## src/rtl/proc_pkg.sv

```systemverilog
// Shared processor definitions: opcodes, IR field layout, FSM states and
// instruction classes used by the control path and the ALU.
package proc_pkg;

    localparam int IR_W     = 16;
    localparam int OPC_MSB  = 15;
    localparam int OPC_LSB  = 11;
    localparam int RD_MSB   = 10;
    localparam int RD_LSB   = 8;
    localparam int RS_MSB   = 7;
    localparam int RS_LSB   = 5;
    localparam int RT_MSB   = 4;
    localparam int RT_LSB   = 2;
    localparam int IMM_MSB  = 7;
    localparam int IMM_LSB  = 0;
    localparam int SIGN_BIT = 4;

    typedef logic [4:0] opcode_t;

    localparam opcode_t OP_NOP  = 5'd0;
    localparam opcode_t OP_LOAD = 5'd1;
    localparam opcode_t OP_STR  = 5'd2;
    localparam opcode_t OP_ADD  = 5'd3;
    localparam opcode_t OP_SUB  = 5'd4;
    localparam opcode_t OP_AND  = 5'd5;
    localparam opcode_t OP_ORR  = 5'd6;
    localparam opcode_t OP_LSL  = 5'd7;
    localparam opcode_t OP_LSR  = 5'd8;
    localparam opcode_t OP_ADDI = 5'd9;
    localparam opcode_t OP_ANDI = 5'd10;
    localparam opcode_t OP_ORRI = 5'd11;
    localparam opcode_t OP_CMP  = 5'd12;
    localparam opcode_t OP_B    = 5'd13;
    localparam opcode_t OP_BL   = 5'd14;
    localparam opcode_t OP_BEQ  = 5'd15;
    localparam opcode_t OP_BX   = 5'd16;

    localparam logic [1:0] WB_ALU  = 2'd0;
    localparam logic [1:0] WB_MEM  = 2'd1;
    localparam logic [1:0] WB_LINK = 2'd2;
    localparam logic [2:0] LINK_REG = 3'd7;

    typedef enum logic [2:0] {
        S_FETCH,
        S_DECODE,
        S_EXECUTE,
        S_MEM,
        S_WRITEBACK
    } state_t;

    typedef enum logic [3:0] {
        CL_NOP,
        CL_ALU_RR,
        CL_ALU_RI,
        CL_CMP,
        CL_LOAD,
        CL_STR,
        CL_BRANCH,
        CL_BL,
        CL_BEQ,
        CL_BX,
        CL_ILLEGAL
    } op_class_t;

    function automatic opcode_t ir_opcode(input logic [IR_W-1:0] ir);
        return ir[OPC_MSB:OPC_LSB];
    endfunction

    function automatic logic [2:0] ir_rd(input logic [IR_W-1:0] ir);
        return ir[RD_MSB:RD_LSB];
    endfunction

    function automatic logic [2:0] ir_rs(input logic [IR_W-1:0] ir);
        return ir[RS_MSB:RS_LSB];
    endfunction

    function automatic logic [2:0] ir_rt(input logic [IR_W-1:0] ir);
        return ir[RT_MSB:RT_LSB];
    endfunction

    function automatic logic [7:0] ir_imm8(input logic [IR_W-1:0] ir);
        return ir[IMM_MSB:IMM_LSB];
    endfunction

endpackage

```

## src/rtl/ctrl_decode.sv

```systemverilog
// Combinational instruction decoder: maps the IR to an instruction class,
// ALU operand selects and the illegal-opcode flag.
import proc_pkg::*;

module ctrl_decode (
    input  logic [IR_W-1:0] ir,
    output op_class_t       op_class,
    output logic            op1_sel,
    output logic            op2_sel,
    output logic            imm_zero,
    output logic            illegal
);

    always_comb begin
        op_class = CL_ILLEGAL;
        op1_sel  = 1'b0;
        op2_sel  = 1'b0;
        imm_zero = 1'b0;
        case (ir_opcode(ir))
            OP_NOP:  op_class = CL_NOP;
            OP_ADD, OP_SUB, OP_AND, OP_ORR, OP_LSL, OP_LSR:
                     op_class = CL_ALU_RR;
            OP_CMP:  op_class = CL_CMP;
            OP_ADDI, OP_ANDI, OP_ORRI: begin
                op_class = CL_ALU_RI;
                op2_sel  = 1'b1;
            end
            OP_LOAD: begin
                op_class = CL_LOAD;
                op2_sel  = 1'b1;
            end
            OP_STR: begin
                op_class = CL_STR;
                op2_sel  = 1'b1;
            end
            OP_B: begin
                op_class = CL_BRANCH;
                op1_sel  = 1'b1;
                op2_sel  = 1'b1;
            end
            OP_BL: begin
                op_class = CL_BL;
                op1_sel  = 1'b1;
                op2_sel  = 1'b1;
            end
            OP_BEQ: begin
                op_class = CL_BEQ;
                op1_sel  = 1'b1;
                op2_sel  = 1'b1;
            end
            // BX jumps to reg[rs] + 0, so the immediate is suppressed
            OP_BX: begin
                op_class = CL_BX;
                op2_sel  = 1'b1;
                imm_zero = 1'b1;
            end
            default: op_class = CL_ILLEGAL;
        endcase
        illegal = (op_class == CL_ILLEGAL);
    end

endmodule

```

## src/rtl/control_fsm.sv

```systemverilog
// Multi-cycle processor control FSM: FETCH -> DECODE -> EXECUTE -> [MEM] ->
// [WRITEBACK], owning the PC, IR and Z flag.
import proc_pkg::*;

module control_fsm (
    input  logic            clk,
    input  logic            rst,
    output logic [7:0]      imem_addr,
    output logic            imem_req,
    input  logic            imem_ack,
    input  logic [IR_W-1:0] imem_data,
    output logic            dmem_req,
    output logic            dmem_we,
    input  logic            dmem_ack,
    output logic [4:0]      alu_operation,
    output logic            alu_is_signed,
    output logic            op1_sel,
    output logic            op2_sel,
    output logic [7:0]      imm8,
    output logic [2:0]      rd_addr,
    output logic [2:0]      rs_addr,
    output logic [2:0]      rt_addr,
    output logic            reg_we,
    output logic [1:0]      wb_sel,
    input  logic [7:0]      alu_result,
    input  logic            alu_zero,
    output logic            illegal
);

    state_t          state, state_n;
    logic [7:0]      pc, pc_next, res_q;
    logic [IR_W-1:0] ir;
    logic            z;
    logic            pc_load, ir_load, z_load;

    op_class_t op_class;
    logic      dec_op1, dec_op2, dec_imm_zero, dec_illegal;

    logic       imem_req_c, dmem_req_c, dmem_we_c, reg_we_c, illegal_c;
    logic [4:0] alu_op_c;

    ctrl_decode u_decode (
        .ir       (ir),
        .op_class (op_class),
        .op1_sel  (dec_op1),
        .op2_sel  (dec_op2),
        .imm_zero (dec_imm_zero),
        .illegal  (dec_illegal)
    );

    always_ff @(posedge clk) begin
        if (rst) begin
            state <= S_FETCH;
            pc    <= '0;
            ir    <= '0;
            z     <= 1'b0;
            res_q <= '0;
        end else begin
            state <= state_n;
            if (ir_load)
                ir <= imem_data;
            if (pc_load)
                pc <= pc_next;
            if (z_load)
                z <= alu_zero;
            if (state == S_EXECUTE)
                res_q <= alu_result;
        end
    end

    always_comb begin
        state_n       = state;
        pc_load       = 1'b0;
        pc_next       = pc + 8'd1;
        ir_load       = 1'b0;
        z_load        = 1'b0;
        imem_req_c    = 1'b0;
        dmem_req_c    = 1'b0;
        dmem_we_c     = 1'b0;
        reg_we_c      = 1'b0;
        illegal_c     = 1'b0;
        alu_op_c      = OP_NOP;
        alu_is_signed = 1'b0;
        op1_sel       = 1'b0;
        op2_sel       = 1'b0;
        wb_sel        = WB_ALU;
        case (state)
            S_FETCH: begin
                imem_req_c = 1'b1;
                if (imem_ack) begin
                    ir_load = 1'b1;
                    state_n = S_DECODE;
                end
            end
            S_DECODE: begin
                illegal_c = dec_illegal;
                state_n   = S_EXECUTE;
            end
            S_EXECUTE: begin
                alu_op_c      = dec_illegal ? OP_NOP : ir_opcode(ir);
                alu_is_signed = ir[SIGN_BIT];
                op1_sel       = dec_op1;
                op2_sel       = dec_op2;
                z_load        = (op_class == CL_CMP);
                case (op_class)
                    CL_LOAD, CL_STR:
                        state_n = S_MEM;
                    CL_ALU_RR, CL_ALU_RI, CL_BL:
                        state_n = S_WRITEBACK;
                    default: begin
                        state_n = S_FETCH;
                        pc_load = 1'b1;
                        if (op_class == CL_BRANCH || op_class == CL_BX ||
                            (op_class == CL_BEQ && z))
                            pc_next = alu_result;
                    end
                endcase
            end
            S_MEM: begin
                dmem_req_c = 1'b1;
                dmem_we_c  = (op_class == CL_STR);
                if (dmem_ack) begin
                    if (op_class == CL_STR) begin
                        state_n = S_FETCH;
                        pc_load = 1'b1;
                    end else begin
                        state_n = S_WRITEBACK;
                    end
                end
            end
            S_WRITEBACK: begin
                reg_we_c = 1'b1;
                pc_load  = 1'b1;
                state_n  = S_FETCH;
                // BL's target was captured in EXECUTE; the link value is PC+1
                if (op_class == CL_BL) begin
                    wb_sel  = WB_LINK;
                    pc_next = res_q;
                end else if (op_class == CL_LOAD) begin
                    wb_sel  = WB_MEM;
                end
            end
            default: state_n = S_FETCH;
        endcase
    end

    assign imem_addr     = pc;
    assign imm8          = dec_imm_zero ? 8'h00 : ir_imm8(ir);
    assign rs_addr       = ir_rs(ir);
    assign rt_addr       = ir_rt(ir);
    assign rd_addr       = (op_class == CL_BL) ? LINK_REG : ir_rd(ir);

    // Strobes are forced low while rst is held so a reset cycle never requests
    assign imem_req      = imem_req_c & ~rst;
    assign dmem_req      = dmem_req_c & ~rst;
    assign dmem_we       = dmem_we_c & ~rst;
    assign reg_we        = reg_we_c & ~rst;
    assign illegal       = illegal_c & ~rst;
    assign alu_operation = rst ? OP_NOP : alu_op_c;

endmodule

```

## config.mk

```make
export PLATFORM = sky130hd
export DESIGN_NAME = control_fsm
export DESIGN_NICKNAME = d
export VERILOG_FILES = /design/src/rtl/proc_pkg.sv /design/src/rtl/ctrl_decode.sv /design/src/rtl/control_fsm.sv
export SDC_FILE = /design/constraint.sdc
export NUM_CORES = 1
export LEC_CHECK = 0
export ABC_AREA = 1
export CAP_MARGIN = 20
export CELL_PAD_IN_SITES_DETAIL_PLACEMENT = 0
export CELL_PAD_IN_SITES_GLOBAL_PLACEMENT = 1
export CORE_MARGIN = 1.5
export CORE_UTILIZATION = 34
export CTS_CLUSTER_DIAMETER = 120
export DETAILED_ROUTE_END_ITERATION = 8
export GPL_TIMING_DRIVEN = 0
export PLACE_DENSITY_LB_ADDON = 0.3
export SETUP_SLACK_MARGIN = 0.5
export SYNTH_ARGS = -nofsm -noshare
export SYNTH_HDL_FRONTEND = slang
export SYNTH_SLANG_ARGS = --single-unit
```

## constraint.sdc

```tcl
create_clock -name clk -period 3.2 [get_ports clk]
set_input_delay 0.96 -clock clk [delete_from_list [all_inputs] [get_ports clk]]
set_output_delay 0.96 -clock clk [all_outputs]
set_load 0.01 [all_outputs]
```

==> reports/results.ini, run 1 <==
[sta]
finalClockSkew_ns = 0.00593
hold_violations = 0
fin_crit_ns = 2.64
fin_setup_tns_ns = 0
grt_setup_unrepaired = true
fmax_mhz = 379
layout_setup_ws_ns = 0.562
worst_pin_slew_ns = 0.435
whs_ns = 0.455
slew_viol_final = 0
max_slew_margin = 0.710
setup_viol = 0
period_share = 0.824

[global_routing]
grt-ovfl-total = 0
grt_pass1_vias = 2409
antenna_found_initial = 0
grt_pass1_wl_um = 11400
grt_usage = 0.201
grt_max_degree = 11

[place]
hpwl_um = 4990
dpl_worst_slack_ns = -0.704
dp_cells = 494
place_congestion = 0.845
io_buffers = 67
placed_area_um2 = 2980

[yosys]
yosysSeqAreaShare = 0.326
synth_cells = 350
synth_top_area_frac = 0.326
avgSynthCellArea_um2 = 6.32
synth-seq-cells = 36
synthMostInstantiatedCell = nand2_1
synth_edf_count = 0
syn_nets = 380
yosys.area.top_type = dfxtp_1
ys_types = 34
ys_async_sr_fraction = 0
syn_area_um2 = 2210
synthTopCellsByArea = dfxtp_1 33%, nand2_1 13%, nor2_1 9.0%
synth_common_cells = 74 x nand2_1, 53 x nor2_1, 38 x inv_1
synthFlopType = dfxtp_1
ys_warn_count = 0

[setup_path]
r2r-start = ir[12]$_SDFFE_PP0P_
arrival_ns = 1.68
worstSetupPathType = in2out
rr_worst_depth = 9
reg2reg_slack_ns = 1.44
critPathCaptureType = output port
critPathSlowestCell = dlygate4sd2_1
start_kind = input port
cp_slowest_stage_delay_ns = 0.28
startpoint = rst
cp_max_fo = 10
crit_end = reg_we
cp.required_ns = 2.24
path_cells = buf_2, clkbuf_8, nor2_1, dlygate4sd2_1
r2r_end = imem_addr[6]$_SDFFE_PP0P_

[route]
postRouteAntennaNets = 0
drt-initial-drc-count = 114
dr.pass1.iters = 4
drc = 0
avgViaCountPerCell = 5.00
wl_per_cell_um = 13.6
routed_wl_um = 6940
via_count = 2560

[hold_path]
hp-class = reg2reg

[floorplan]
io_pins = 69
rows = 29
dieArea_um2 = 7000
core_um2 = 6310
start_util = 0.350
chipHeight_um = 83.7
fp.dieW_um = 83.7

[power]
power.density_nw_per_um2 = 474
ir_drop_v = 0.000228
power.leakage_nw = 1.46
total_power_mw = 1.53

[clock_network]
cts_tree = built
clock_latency_ns = 0.30
clock_sinks = 36
clkTransAtPathRegs_ns = 0.07
root_buffer = clkbuf_8
postCtsHoldBufs = 0
htreeDepth = 2
clockBufferDepth = 2
cts-buffers-inserted = 5

[layout]
stdcell_count = 512
finish.instance_area_um2 = 3230
diodes = 0
nNetsFinal = 464
syn_to_final_growth_pct = 45.9
final_util = 0.511
fill_cells = 689
drive_above_1_share = 0.163

[flow_run]
maxCapViolCount = 0

[outcome]
outcome = complete, no violations

-- worst min path at each step --
stage	endpoint	start	cells past startpoint	slack, ns
final	res_q[2]$_SDFFE_PP0P_	res_q[2]$_SDFFE_PP0P_	2	0.46
after global routing	ir[10]$_SDFFE_PP0P_	ir[10]$_SDFFE_PP0P_	2	0.47
after CTS	ir[10]$_SDFFE_PP0P_	ir[10]$_SDFFE_PP0P_	2	0.45
after detailed placement	res_q[2]$_SDFFE_PP0P_	res_q[2]$_SDFFE_PP0P_	2	0.45
after global placement	res_q[2]$_SDFFE_PP0P_	res_q[2]$_SDFFE_PP0P_	2	0.44
after floorplan	res_q[2]$_SDFFE_PP0P_	res_q[2]$_SDFFE_PP0P_	2	0.42
-- cell families (layout without fill, tap and decap cells) --
group	after synthesis	count (layout)	synth area share
AOI/OAI and AO/OA	70	70	0.166
xor gates and xnor gates	3	3	0.0119
adders and majority gates	1	1	0.00566
buffers and inverters	59	144	0.114
DFF	36	36	0.326
and+or+nand+nor	181	181	0.377
-- final cells by class --
type	instances	area, µm²	share of cell area
well taps	77	96.3	0.0298
plain buffers	16	129	0.0399
inverters	43	170	0.0527
flip-flops and latches	36	726	0.225
repair buffers	77	713	0.221
multi-input cells	255	1300	0.404
clock buffers	8	90.1	0.0279
-- where the power goes --
group          switching [mW]  internal [mW]  leakage, nW
combinational           0.343          0.272         1.12
clock                   0.169          0.176       0.0455
sequential             0.0569          0.514        0.296
-- sequential cells by signal, indices dropped and copies added (netlist names) --
name       flops
z              1
res_q          8
ir            16
imem_addr      8
state          3
-- worst max-delay path: cells and delay by family --
kind          cells  cell delay, ns
buf+inv           3            0.60
simple gates      1            0.12
-- per-layer routing --
| layer | vias to the layer above | global-route usage | routed length (µm) |
|---|---|---|---|
| li1 | 1293 | - | - |
| met4 | 0 | 0.0700 | 102 |
| met2 | 63 | 0.337 | 3300 |
| met1 | 1194 | 0.257 | 3190 |
| met5 | - | 0 | 0 |
| met3 | 10 | 0.0415 | 342 |
-- repair_timing --
item                                    4_1_cts  5_1_grt
endpoints found under the setup margin       26       24
hold endpoints to repair                      0        0
setup buffers                                 7        3
resized for setup                            63       13
pin swaps                                     2        3
-- layout by cell type, fill, tap and decap left out, drive strengths merged, types with 2 or more instances in the layout --
master and instances:
buf 26, a31oi 2, inv 41, nor2 59
clkdlybuf4s50 51, dlygate4sd2 6, nand3b 3, clkinv 2
clkdlybuf4s15 3, clkbuf 14, xor2 3, nor3 12
nand3 25, a22oi 2, nand2 77, o21ai 36
dfxtp 36, a21oi 28, nand4 3
No activity file was read; power rests on OpenSTA's default activity.
==> run 2, diff against run 1 <==
--- a/config.mk
+++ b/config.mk
@@ -10,7 +10,7 @@
 export CELL_PAD_IN_SITES_DETAIL_PLACEMENT = 0
 export CELL_PAD_IN_SITES_GLOBAL_PLACEMENT = 1
 export CORE_MARGIN = 1.5
-export CORE_UTILIZATION = 34
+export CORE_UTILIZATION = 29
 export CTS_CLUSTER_DIAMETER = 120
 export DETAILED_ROUTE_END_ITERATION = 8
 export GPL_TIMING_DRIVEN = 0
==> constraint.sdc (replaced) <==
create_clock -name clk -period 2.25 [get_ports clk]
set_input_delay 0.675 -clock clk [delete_from_list [all_inputs] [get_ports clk]]
set_output_delay 0.675 -clock clk [all_outputs]
set_load 0.01 [all_outputs]
==> reports/results.ini, run 2 (synthesis gave the netlist of run 1 again) <==
[outcome]
outcome = complete, no violations

[hold_path]
holdPathStages = 2  ; unchanged
hold_end = ir[8]$_SDFFE_PP0P_
hp-class = reg2reg
min-delay-start = ir[8]$_SDFFE_PP0P_

[global_routing]
grt-ovfl-total = 0  ; unchanged
grt_pass1_wl_um = 13400  ; +18%
antenna_found_initial = 0  ; unchanged
grt_pass1_vias = 2692  ; +12%
grt_max_degree = 12  ; +1
grt_usage = 0.203  ; +0.00211

[route]
postRouteAntennaNets = 0  ; unchanged
routed_wl_um = 8180  ; +18%
drt-initial-drc-count = 144  ; +26%
drc = 0  ; unchanged
via_count = 2796  ; +9.2%
dr.pass1.iters = 4  ; unchanged
avgViaCountPerCell = 4.85  ; -3.1%
wl_per_cell_um = 14.2  ; +4.7%

[layout]
layout.cells.most_common = nand2_1
largest_register = ir
syn_to_final_growth_pct = 81.9
final_util = 0.549  ; +0.0376
largest_register_ffs = 16  ; unchanged
fill_cells = 702  ; +1.9%
diodes = 0  ; unchanged
nNetsFinal = 507  ; +9.3%
final_cell_mix = 56 x nand2_1, 41 x nor2_1, 41 x buf_4
drive_above_1_share = 0.402  ; +0.238

[setup_path]
start_kind = flop
cp_slowest_stage_delay_ns = 0.37  ; +0.09 ns
cp_top_family = flip-flops
critPathSlowestCell = dfxtp_4
worstSetupPathType = reg2out
rr_worst_depth = 15  ; +6
arrival_ns = 1.54  ; -0.14 ns
path_buf_inv = 3  ; unchanged
cp_max_fo = 4  ; -6
critPathCaptureType = output port
reg2reg_slack_ns = 0.12  ; -1.32 ns
path_cells = nor2_4, buf_12, buf_4, a31oi_2, a31oi_4, buf_6
r2r_end = imem_addr[1]$_SDFFE_PP0P_
r2r-start = ir[11]$_SDFFE_PP0P_
cp.required_ns = 1.57  ; -0.67 ns

[floorplan]
chipHeight_um = 90.3  ; +8.0%
start_util = 0.302  ; -0.0486
dieArea_um2 = 8160  ; +17%
core_um2 = 7330  ; +16%
fp.dieW_um = 90.3  ; +8.0%
rows = 31  ; +6.9%
io_pins = 69  ; unchanged

[power]
power.density_nw_per_um2 = 673  ; +42%
total_power_mw = 2.71  ; +77%
ir_drop_v = 0.000327  ; +44%
power.leakage_nw = 1.89  ; +29%

[clock_network]
root_buffer = clkbuf_8
cts-buffers-inserted = 5  ; unchanged
clock_latency_ns = 0.30  ; about the same
clock_sinks = 36  ; unchanged
htreeDepth = 2  ; unchanged
clkTransAtPathRegs_ns = 0.08  ; about the same
cts_tree = built
clockBufferDepth = 2  ; unchanged

[flow_run]
maxCapViolCount = 0  ; unchanged

[sta]
fmax_mhz = 452
max_slew_margin = 0.679  ; -0.0306
slew_viol_final = 0  ; unchanged
worst_pin_slew_ns = 0.481  ; +0.0459 ns
fin_crit_ns = 2.21
layout_setup_ws_ns = 0.0358  ; -0.527 ns
hold_violations = 0  ; unchanged
finalClockSkew_ns = 0.0102  ; +0.00431 ns
period_share = 0.984
grt_setup_unrepaired = true
setup_viol = 0  ; unchanged

[place]
dpl_worst_slack_ns = -0.842  ; -0.138 ns
io_buffers = 67  ; unchanged
hpwl_um = 5080  ; +2.0%
place_congestion = 0.788  ; -6.8%

[run 2: power breakdown]
part | switching [mW] | internal [mW] | total [mW]
registers | 0.0816 | 0.737 | 0.819
clock network | 0.263 | 0.330 | 0.592
logic | 0.685 | 0.613 | 1.30
[run 2: routing by layer]
layer | share of wire | GRT usage | up-vias
li1 | - | - | 1389
met3 | 0.049 | 0.0379 | 6
met1 | 0.43 | 0.252 | 1327
met5 | 0 | 0 | -
met4 | 0.0086 | 0.0476 | 0
met2 | 0.51 | 0.361 | 74
[run 2: worst min-delay path, delay by kind of cell, from the launching register on]
family,cells,cell delay (ns)
DFF,1,0.30
buffers and inverters,1,0.06
AOI/OAI and AO/OA,1,0.05
[run 2: timing repair]
action	4_1_cts	5_1_grt
endpoints found under the setup margin	58	45
hold buffers	0	0
setup buffers	39	13
pin swaps	37	34
gates resized for setup	184	71
gates cloned	1	0
[run 2: through the flow]
stage | instance area, µm² | hold slack [ns] | instances | TNS [ns]
5_1_grt | 4020 | 0.466 | 577 | -0.0466
3_3_place_gp | 3140 | 0.436 | 516 | -7.72
4_1_cts | 3750 | 0.456 | 564 | 0
2_1_floorplan | 2340 | 0.424 | 350 | 0
6_report | 4020 | 0.454 | 577 | 0
3_5_place_dp | 3140 | 0.445 | 516 | -7.78
[run 2: how the worst max path moves through the flow]
stage | slack [ns] | cells past startpoint | start | end
6_report | 0.04 | 6 | ir[11]$_SDFFE_PP0P_ | op2_sel
5_1_grt | -0.03 | 7 | ir[15]$_SDFFE_PP0P_ | op2_sel
4_1_cts | 0.04 | 8 | state[1]$_SDFFE_PP0P_ | alu_operation[2]
3_5_place_dp | -0.84 | 4 | rst | dmem_req
3_3_place_gp | -0.85 | 4 | rst | reg_we
2_1_floorplan | 0.44 | 6 | state[1]$_SDFFE_PP0P_ | alu_operation[0]
[run 2: cell type report]
type	instances	area, µm²	share of cell area
Multi-Input combinational cell	256	1610	0.400
Timing Repair Buffer	119	1060	0.264
Sequential cell	36	753	0.187
Inverter	43	199	0.0494
Buffer	16	169	0.0420
Tap cell	99	124	0.0308
Clock buffer	6	72.6	0.0180
Clock inverter	2	35.0	0.00871
==> RTL edit, RTL diff (flow settings as in run 2) <==
Make the reset (`rst`) asynchronous in one clocked block.
--- a/src/rtl/control_fsm.sv
+++ b/src/rtl/control_fsm.sv
@@ -49,5 +49,5 @@
     );
 
-    always_ff @(posedge clk) begin
+    always_ff @(posedge clk or posedge rst) begin
         if (rst) begin
             state <= S_FETCH;
Function: differs if rst is asserted again (counterexample within 4 cycles, from zero or initial values and one cycle with rst high); with rst held inactive, the same outputs for 10 cycles.
==> RTL edit against run 2 <==
Critical path type unchanged. Via count is 5.5% lower. Final area is 5.7% higher. Routed wire length is 0.54% lower. Critical path depth is 2 higher. Highest routed layer unchanged. Clock skew is 8.0 ps lower. Sequential cell count stayed put. Setup slack worse by 32 ps. Area after synthesis is 7.0% higher. Core utilization is 0.43 points lower.
Power is not compared: it rests on default switching activity, and its combinational part moved more than twofold at a synthesized area within 25%.
==> RTL edit: results (changes against run 2) <==
Synthesis
The sequential-to-total area share from yosys stat is 38.1% (was 32.6%). The multiplexer share of the synthesized area is 3.33% (was 0%). The most frequent cell after synthesis is nand2_1 (unchanged). The cell count after synthesis is 330 (was 350). The post-synth net total is 360 (was 380).

The fraction of registers with async set or reset after synthesis is 100% (was 0%). Cell types occupying the most area after synthesis: dfrtp_1 (38%), nand2_1 (14%), nand3_1 (8.2%) (was dfxtp_1 (33%), nand2_1 (13%), nor2_1 (9.0%)). The post-synthesis share of cell area spent on xor and xnor gates came to 1.11% (was 1.19%). The number of different library cells in the post-synthesis netlist is 32 (was 34). Leading cell types by count after synthesis: nand2_1 (88), inv_1 (41), nand3_1 (39), dfrtp_1 (36), nor2_1 (27) (was nand2_1 (74), nor2_1 (53), inv_1 (38), dfxtp_1 (36), o21ai_0 (34)).

The dominant synthesized flop cell is dfrtp_1 (was dfxtp_1). The compound-gate portion of the synthesized area is 8.51% (was 16.6%). The adder-cell share of the synthesized area came to 0.529% (was 0.566%).

Timing
The worst clock skew is 2.27 ps (was 10.2 ps). The total negative slack was 0 ps (unchanged). The relative slew slack is 34.2% (was 67.9%). The count of final max-slew check failures was 0 (unchanged).

GRT
The first-pass GRT wire length is 12700 um (was 13400 um). The initial antenna violation count came to 0 (unchanged). The fraction of met1 tracks used by global routing is 24.2% (was 25.2%). The met2 usage is 30.8% (was 36.1%). The overall track demand over capacity in global routing came to 18.8% (was 20.3%).

The met3 global-route usage is 5.20% (was 3.79%). The maximum number of pins on one net before global-route repair came to 19 (was 12).

Critical path
The largest delay contributor family on the critical path is buffers and inverters (was flip-flops). The longest individual stage delay on the worst path is 440 ps (was 370 ps). The cell with the biggest individual delay on the critical path is dfrtp_2 (was dfxtp_4). The largest driver fanout on the critical path is 5 (was 4).

Clock network
The buffer levels on the longest clock path was 2 (unchanged). The post-CTS setup-driven buffer insertion count is 48 (was 39). The number of cells upsized or downsized after cts came to 204 (was 184).

The total number of H-tree levels was 2 (unchanged).

Routing
The initial DRC count is 128 (was 144). The met3 wire length was 512 um (was 405 um). The routed wire length per instance is 14.2 um (about the same). The total via count in the routed design was 2643 (was 2796). The number of search-and-repair iterations in the first detailed-routing pass is 4 (unchanged). The met1 routed wirelength after detailed routing was 3560 um (was 3500 um).

The met2 layer wire length in the routed design was 3980 um (was 4210 um).

Power and ir drop
In this run the power spent charging and discharging nets is 2.39 mW. Across the VDD grid, the largest voltage drop is about 0.00066 V. The combinational power is between 3 and 4 mW.

Placement
The port buffer count is 68 (was 67). The half-perimeter wire length after detailed placement was 4930 um (was 5080 um). The total cell area at the placement stage is 0.00323 mm^2 (was 0.00314 mm^2). The worst slack after detailed placement is -1490 ps (was -842 ps). The final weighted congestion in routability-driven placement is 0.853 (was 0.788).

Layout
The share of layout cells above drive strength 1 is 47.0% (was 40.2%). The number of antenna cells inserted is 0 (unchanged). The flip-flop count of the largest register after layout is 16 (unchanged). The total number of nets in the final design is 501 (was 507).

The post-layout instance count excluding filler cells was 574 (was 577).

Run status
Outcome: completed (unchanged).
-- RTL edit: cells by family (layout without fill, tap and decap cells) --
logic type	count (synthesis)	after routing
flops	36	36
buf+inv	62	203
compound gates	36	36
fa+ha+maj	1	1
mux	7	7
xor+xnor	3	3
simple gates	185	186
-- RTL edit: cell type report --
type / count / area [um^2]
timing repair buffer: 132 / 1180
timing repair inverter: 1 / 5.00
sequential: 36 / 911
buffer: 14 / 148
clock buffer: 7 / 96.3
clock inverter: 1 / 30.0
inverter: 48 / 201
fill: 735 / 3560
tap: 102 / 128
multi-input combinational: 233 / 1550
-- RTL edit: worst paths after layout --
kind,cells after the start,slack [ps],to,start
worst max register to register,13,460,imem_addr[4],ir[11]
max in group asynchronous,2,1090,imem_addr[2],rst
worst min register to register,2,480,res_q[5],res_q[5]
worst min-delay path,2,480,res_q[5],res_q[5]
worst max-delay path,8,4,imm8[0],ir[12]
min in group asynchronous,3,570,state[0],rst
